--- config.mk ---
export PLATFORM = sky130hd
export DESIGN_NAME = mmind_round_ctrl
export DESIGN_NICKNAME = d
export VERILOG_FILES = /design/src/rtl/mmind_round_ctrl.sv
export SDC_FILE = /design/constraint.sdc
export NUM_CORES = 1
export LEC_CHECK = 0
export ABC_AREA = 1
export BUFFER_PORTS_ARGS = -buffer_cell sky130_fd_sc_hd__buf_2
export CAP_MARGIN = 10
export CORE_AREA = 2 2 39 41
export DETAILED_ROUTE_END_ITERATION = 10
export DIE_AREA = 0 0 41 43
export PLACE_DENSITY = 0.65
export SYNTH_ARGS = -nofsm -noshare
export SYNTH_HDL_FRONTEND = slang
export SYNTH_SLANG_ARGS = --single-unit
--- constraint.sdc ---
create_clock -name clk -period 1.7 [get_ports clk]
set_input_delay 0.255 -clock clk [delete_from_list [all_inputs] [get_ports clk]]
set_output_delay 0.255 -clock clk [all_outputs]
set_load 0.01 [all_outputs]
--- src/rtl/mmind_round_ctrl.sv ---
// -----------------------------------------------------------------------------
// mmind_round_ctrl
//   Round controller for the Mastermind datapath. It runs one game at a time:
//   it takes guesses from the input stage together with the exact-match count
//   from the comparator, steps the external 4-bit guess counter, and declares
//   a win or a loss. An optional per-guess timeout forfeits a guess (scored as
//   zero exact matches) when the player stays idle too long.
//
// Parameters
//   MAX_GUESSES    guesses allowed per game (1..15)
//   TIMEOUT_CYCLES PLAY cycles allowed before a guess is forfeited; 0 = off
//
// Ports
//   clk          system clock, rising edge
//   reset        synchronous, active-high reset
//   start        level; starts a game from IDLE, acknowledges WIN/LOSE
//   guess_valid  guess and exact are valid this cycle
//   exact        exact-match count of the presented guess (>4 treated as 4)
//   guess_cnt    current value of the external guess counter
//   guess_ready  controller accepts a guess this cycle (PLAY)
//   cnt_en       increment enable to the guess counter (EVAL)
//   cnt_rst      synchronous clear to the guess counter (IDLE)
//   busy         game in progress (PLAY or EVAL)
//   win / lose   game result, held until start
//   guesses_left MAX_GUESSES - guess_cnt, saturating at 0 (combinational)
//   timeout      one-cycle pulse during the EVAL cycle of a forfeited guess
// -----------------------------------------------------------------------------
module mmind_round_ctrl #(
  parameter int MAX_GUESSES    = 10,
  parameter int TIMEOUT_CYCLES = 0
) (
  input  logic       clk,
  input  logic       reset,
  input  logic       start,
  input  logic       guess_valid,
  input  logic [2:0] exact,
  input  logic [3:0] guess_cnt,
  output logic       guess_ready,
  output logic       cnt_en,
  output logic       cnt_rst,
  output logic       busy,
  output logic       win,
  output logic       lose,
  output logic [3:0] guesses_left,
  output logic       timeout
);

  localparam logic [2:0] S_IDLE = 3'd0;
  localparam logic [2:0] S_PLAY = 3'd1;
  localparam logic [2:0] S_EVAL = 3'd2;
  localparam logic [2:0] S_WIN  = 3'd3;
  localparam logic [2:0] S_LOSE = 3'd4;

  localparam logic [4:0]  MAX5    = 5'(MAX_GUESSES);
  localparam logic [3:0]  MAX4    = 4'(MAX_GUESSES);
  localparam bit          TO_EN   = (TIMEOUT_CYCLES != 0);
  // Timer value on which the guess is forfeited; unused when TO_EN is 0.
  localparam logic [23:0] TO_LAST = TO_EN ? 24'(TIMEOUT_CYCLES - 1) : 24'd0;

  logic [2:0]  r_state;
  logic [2:0]  r_exact;
  logic [23:0] r_timer;
  logic        r_timeout;

  logic [2:0]  w_state_nxt;
  logic        w_accept;
  logic        w_expire;
  logic [2:0]  w_exact_sat;
  logic [4:0]  w_cnt_inc;

  // Handshake: guess_ready is exactly "state is PLAY", so the accept term
  // only needs the state and guess_valid.
  assign w_accept    = (r_state == S_PLAY) && guess_valid;

  // An accept on the expiry edge wins, hence the !guess_valid term.
  assign w_expire    = TO_EN && (r_state == S_PLAY) && (r_timer == TO_LAST)
                       && !guess_valid;

  assign w_exact_sat = (exact > 3'd4) ? 3'd4 : exact;

  // The counter increments on the edge leaving EVAL, so the decision looks
  // at the value it is about to take. Five bits keep 15+1 from wrapping.
  assign w_cnt_inc   = {1'b0, guess_cnt} + 5'd1;

  always_comb begin
    w_state_nxt = r_state;
    case (r_state)
      S_IDLE: if (start) w_state_nxt = S_PLAY;
      S_PLAY: if (w_accept || w_expire) w_state_nxt = S_EVAL;
      S_EVAL: begin
        if (r_exact == 3'd4)        w_state_nxt = S_WIN;
        else if (w_cnt_inc >= MAX5) w_state_nxt = S_LOSE;
        else                        w_state_nxt = S_PLAY;
      end
      S_WIN:  if (start) w_state_nxt = S_IDLE;
      S_LOSE: if (start) w_state_nxt = S_IDLE;
      default:           w_state_nxt = S_IDLE;
    endcase
  end

  always_ff @(posedge clk) begin
    if (reset) begin
      r_state   <= S_IDLE;
      r_exact   <= 3'd0;
      r_timer   <= 24'd0;
      r_timeout <= 1'b0;
    end else begin
      r_state   <= w_state_nxt;
      r_timeout <= w_expire;

      if (w_accept)      r_exact <= w_exact_sat;
      else if (w_expire) r_exact <= 3'd0;

      // The timer only runs while waiting in PLAY; every other state parks it
      // at zero, so each entry into PLAY starts a fresh guess window. With the
      // timeout disabled it may wrap, which is harmless.
      if ((r_state == S_PLAY) && !w_accept) r_timer <= r_timer + 24'd1;
      else                                  r_timer <= 24'd0;
    end
  end

  assign guess_ready  = (r_state == S_PLAY);
  assign cnt_en       = (r_state == S_EVAL);
  assign cnt_rst      = (r_state == S_IDLE);
  assign busy         = (r_state == S_PLAY) || (r_state == S_EVAL);
  assign win          = (r_state == S_WIN);
  assign lose         = (r_state == S_LOSE);
  assign timeout      = r_timeout;

  assign guesses_left = (guess_cnt >= MAX4) ? 4'd0 : (MAX4 - guess_cnt);

endmodule
==> reports/metrics.yaml <==
power_and_ir_drop:
  ir_drop_v: 0.0003732
  power.density_nw_per_um2: 1179
  p_comb_share_pct: 54.6
  p_sw_uw: 329.5
  power.leakage_uw: 0.0003526
  swShare_pct: 44.50
  pwr-share-seq_pct: 28.0
  internal-power_uw: 411.0
  p_clk_share_pct: 17.4
critical_path:
  cp.arrival_ns: 1.28
  ff2ff_setup_slack_ns: 0.50
  crit_required_ns: 1.44
  critPathKind: "reg2out"
  cp-start-kind: "flip-flop"
  r2r_cells: 7
  worstSetupEndpointType: "output port"
  cp_max_fo: 5
yosys:
  avgSynthCellArea_um2: 6.086
  synth_area_um2: 493.0
  synth.most_common_cell: "nand2_1"
  yosysWarnings: 0
  synth_largest_area_cell: "dfxtp_1"
  synth_edf_count: 0
  syn_nets: 95
  synth_top_area_share_pct: 24.37
  async_flop_share_pct: 0
  yosys-top-cells-count: "20 x nand2_1, 14 x inv_1, 9 x nor2_1"
  yosysUniqueCellTypes: 21
  synth_cells: 81
  synthFlopType: "dfxtp_1"
  ys_ff_latch: 6
  yosysSeqAreaShare_pct: 24.37
  ys_top_cells_by_area: "dfxtp_1 24%, nand2_1 15%, inv_1 11%, nand3_1 8.1%, ha_1 7.6%"
cts:
  clk-insertion-delay-late_ns: 0.24
  ctsResizeCount: 0
  clock_sinks: 6
  cts-buffers-inserted: 3
  post_cts_buffers: 0
  path_clk_slew_ns: 0.04
  cts-root-buf: "clkbuf_4"
  clockBufferDepth: 2
  htreeDepth: 1
  tritoncts: "built"
  ctsHoldBuffers: 0
sta:
  rsz0062_at_grt: "no"
  slew_viol_final: 0
  setup_violations: 0
  fmax_mhz: 651.0
  hold_viol_final: 0
  fin_worst_skew_ns: 0.002658
  layout_min_cycle_time_ns: 1.536
  final.setup.tns_ns: 0
  period_share_pct: 90.36
grt:
  grt_max_degree: 7
  grt_antenna_before_repair: 0
  grt_overflow: 0
  grt_pass1_vias: 476
  grt_pass1_wl_um: 1628
  grt.total_usage_pct: 13.25
floorplanning:
  die_area_um2: 1763
  start_util_pct: 35.62
  rows: 14
  dieWidth_um: 41
  die_h_um: 43
  ios: 22
  coreArea_um2: 1384
place:
  numPortBuffers: 20
  place_hpwl_um: 873.5
  place.gp.congestion: 0.7155
cells_and_area:
  final_nets: 119
  areaGrowthSynthToFinish_pct: 27.41
  drive_gt1_share_pct: 31.07
  diodes: 0
  fin_util_pct: 45.39
job:
  maxCapViolations: 0
routing:
  wl_per_cell_um: 8.504
  drc_errors: 0
  vias: 548
  routed_wl_um: 1012
  routed_via_density: 4.605
  drtPass1Iterations: 4
  ant_nets: 0
  drt_iter0_drc: 7
min_path:
  hold_depth: 2
  min_path_type: "in2reg"
status:
  status: "complete, no violations"
[flip-flops by register name, indices dropped and copies added, names as in the netlist]
signal	flops
r_exact	3
r_state	3
[cells by family after synthesis]
logic type	Yosys count	synth area share [%]
AO/OA/AOI/OAI	10	12.44
adder cells (fa/ha/maj)	3	7.615
buffers and inverters	18	14.47
flip-flops	6	24.37
other	1	0.7607
AND/OR/NAND/NOR	43	40.36
[routing by layer]
| layer | up-vias | share of wire [%] | GRT usage [%] |
|---|---|---|---|
| met5 | - | 0 | 0 |
| met2 | 21 | 48 | 22.19 |
| met4 | 0 | 0.59 | 8.000 |
| li1 | 294 | - | - |
| met3 | 2 | 7.0 | 1.571 |
| met1 | 231 | 44 | 14.79 |
[placed cells by master (no fill, tap or decap), types with 3 or more instances in the layout]
| cell | n |
|---|---|
| a21oi_1 | 4 |
| nand3_1 | 8 |
| buf_2 | 20 |
| nand2_1 | 20 |
| clkbuf_4 | 3 |
| ha_1 | 3 |
| inv_1 | 14 |
| dfxtp_1 | 6 |
| nor2_1 | 9 |
[worst paths after layout]
kind	start	endpoint
max reg2reg	r_state[2]$_SDFFE_PP0P_	r_state[0]$_SDFFE_PP0P_
max	r_state[1]$_SDFFE_PP0P_	busy
min reg2reg	r_exact[2]$_SDFFE_PP0P_	r_exact[2]$_SDFFE_PP0P_
min	reset	r_state[2]$_SDFFE_PP0P_
[power groups by stage]
stage                     logic, uW  registers (uW)  clock network (uW)
after floorplan                 290             204                   0
after global placement          402             209                   0
after detailed placement        408             210                   0
after CTS                       410             207                 136
after global routing            466             211                 148
final                           405             207                 129
[stage by stage]
stage | area, um2 | total power [uW] | setup slack, ns | std cells | hold WS [ns]
after floorplan | 493.0 | 494.3 | 0.5144 | 81 | 0.3174
after global placement | 605.6 | 611.1 | 0.3351 | 116 | 0.4529
after detailed placement | 605.6 | 617.9 | 0.2958 | 116 | 0.4587
after CTS | 628.1 | 752.0 | 0.1441 | 119 | 0.2057
after global routing | 628.1 | 825.2 | 0.06428 | 119 | 0.2172
final | 628.1 | 740.5 | 0.1639 | 119 | 0.2118
[critical path: stages, from the launching register on]
cell and delay (ns):
dfxtp_1 0.39, inv_1 0.10, nor3_2 0.27, or2_2 0.17, buf_2 0.11
[layout make-up]
type	instances	area [um2]
clock buffers	3	22.52
fillers	160	755.7
inverters	17	63.81
multi-input cells	57	301.5
flip-flops and latches	6	120.1
well taps	16	20.02
repair buffers	20	100.1
Note: power is estimated with default switching activity, not from simulation.
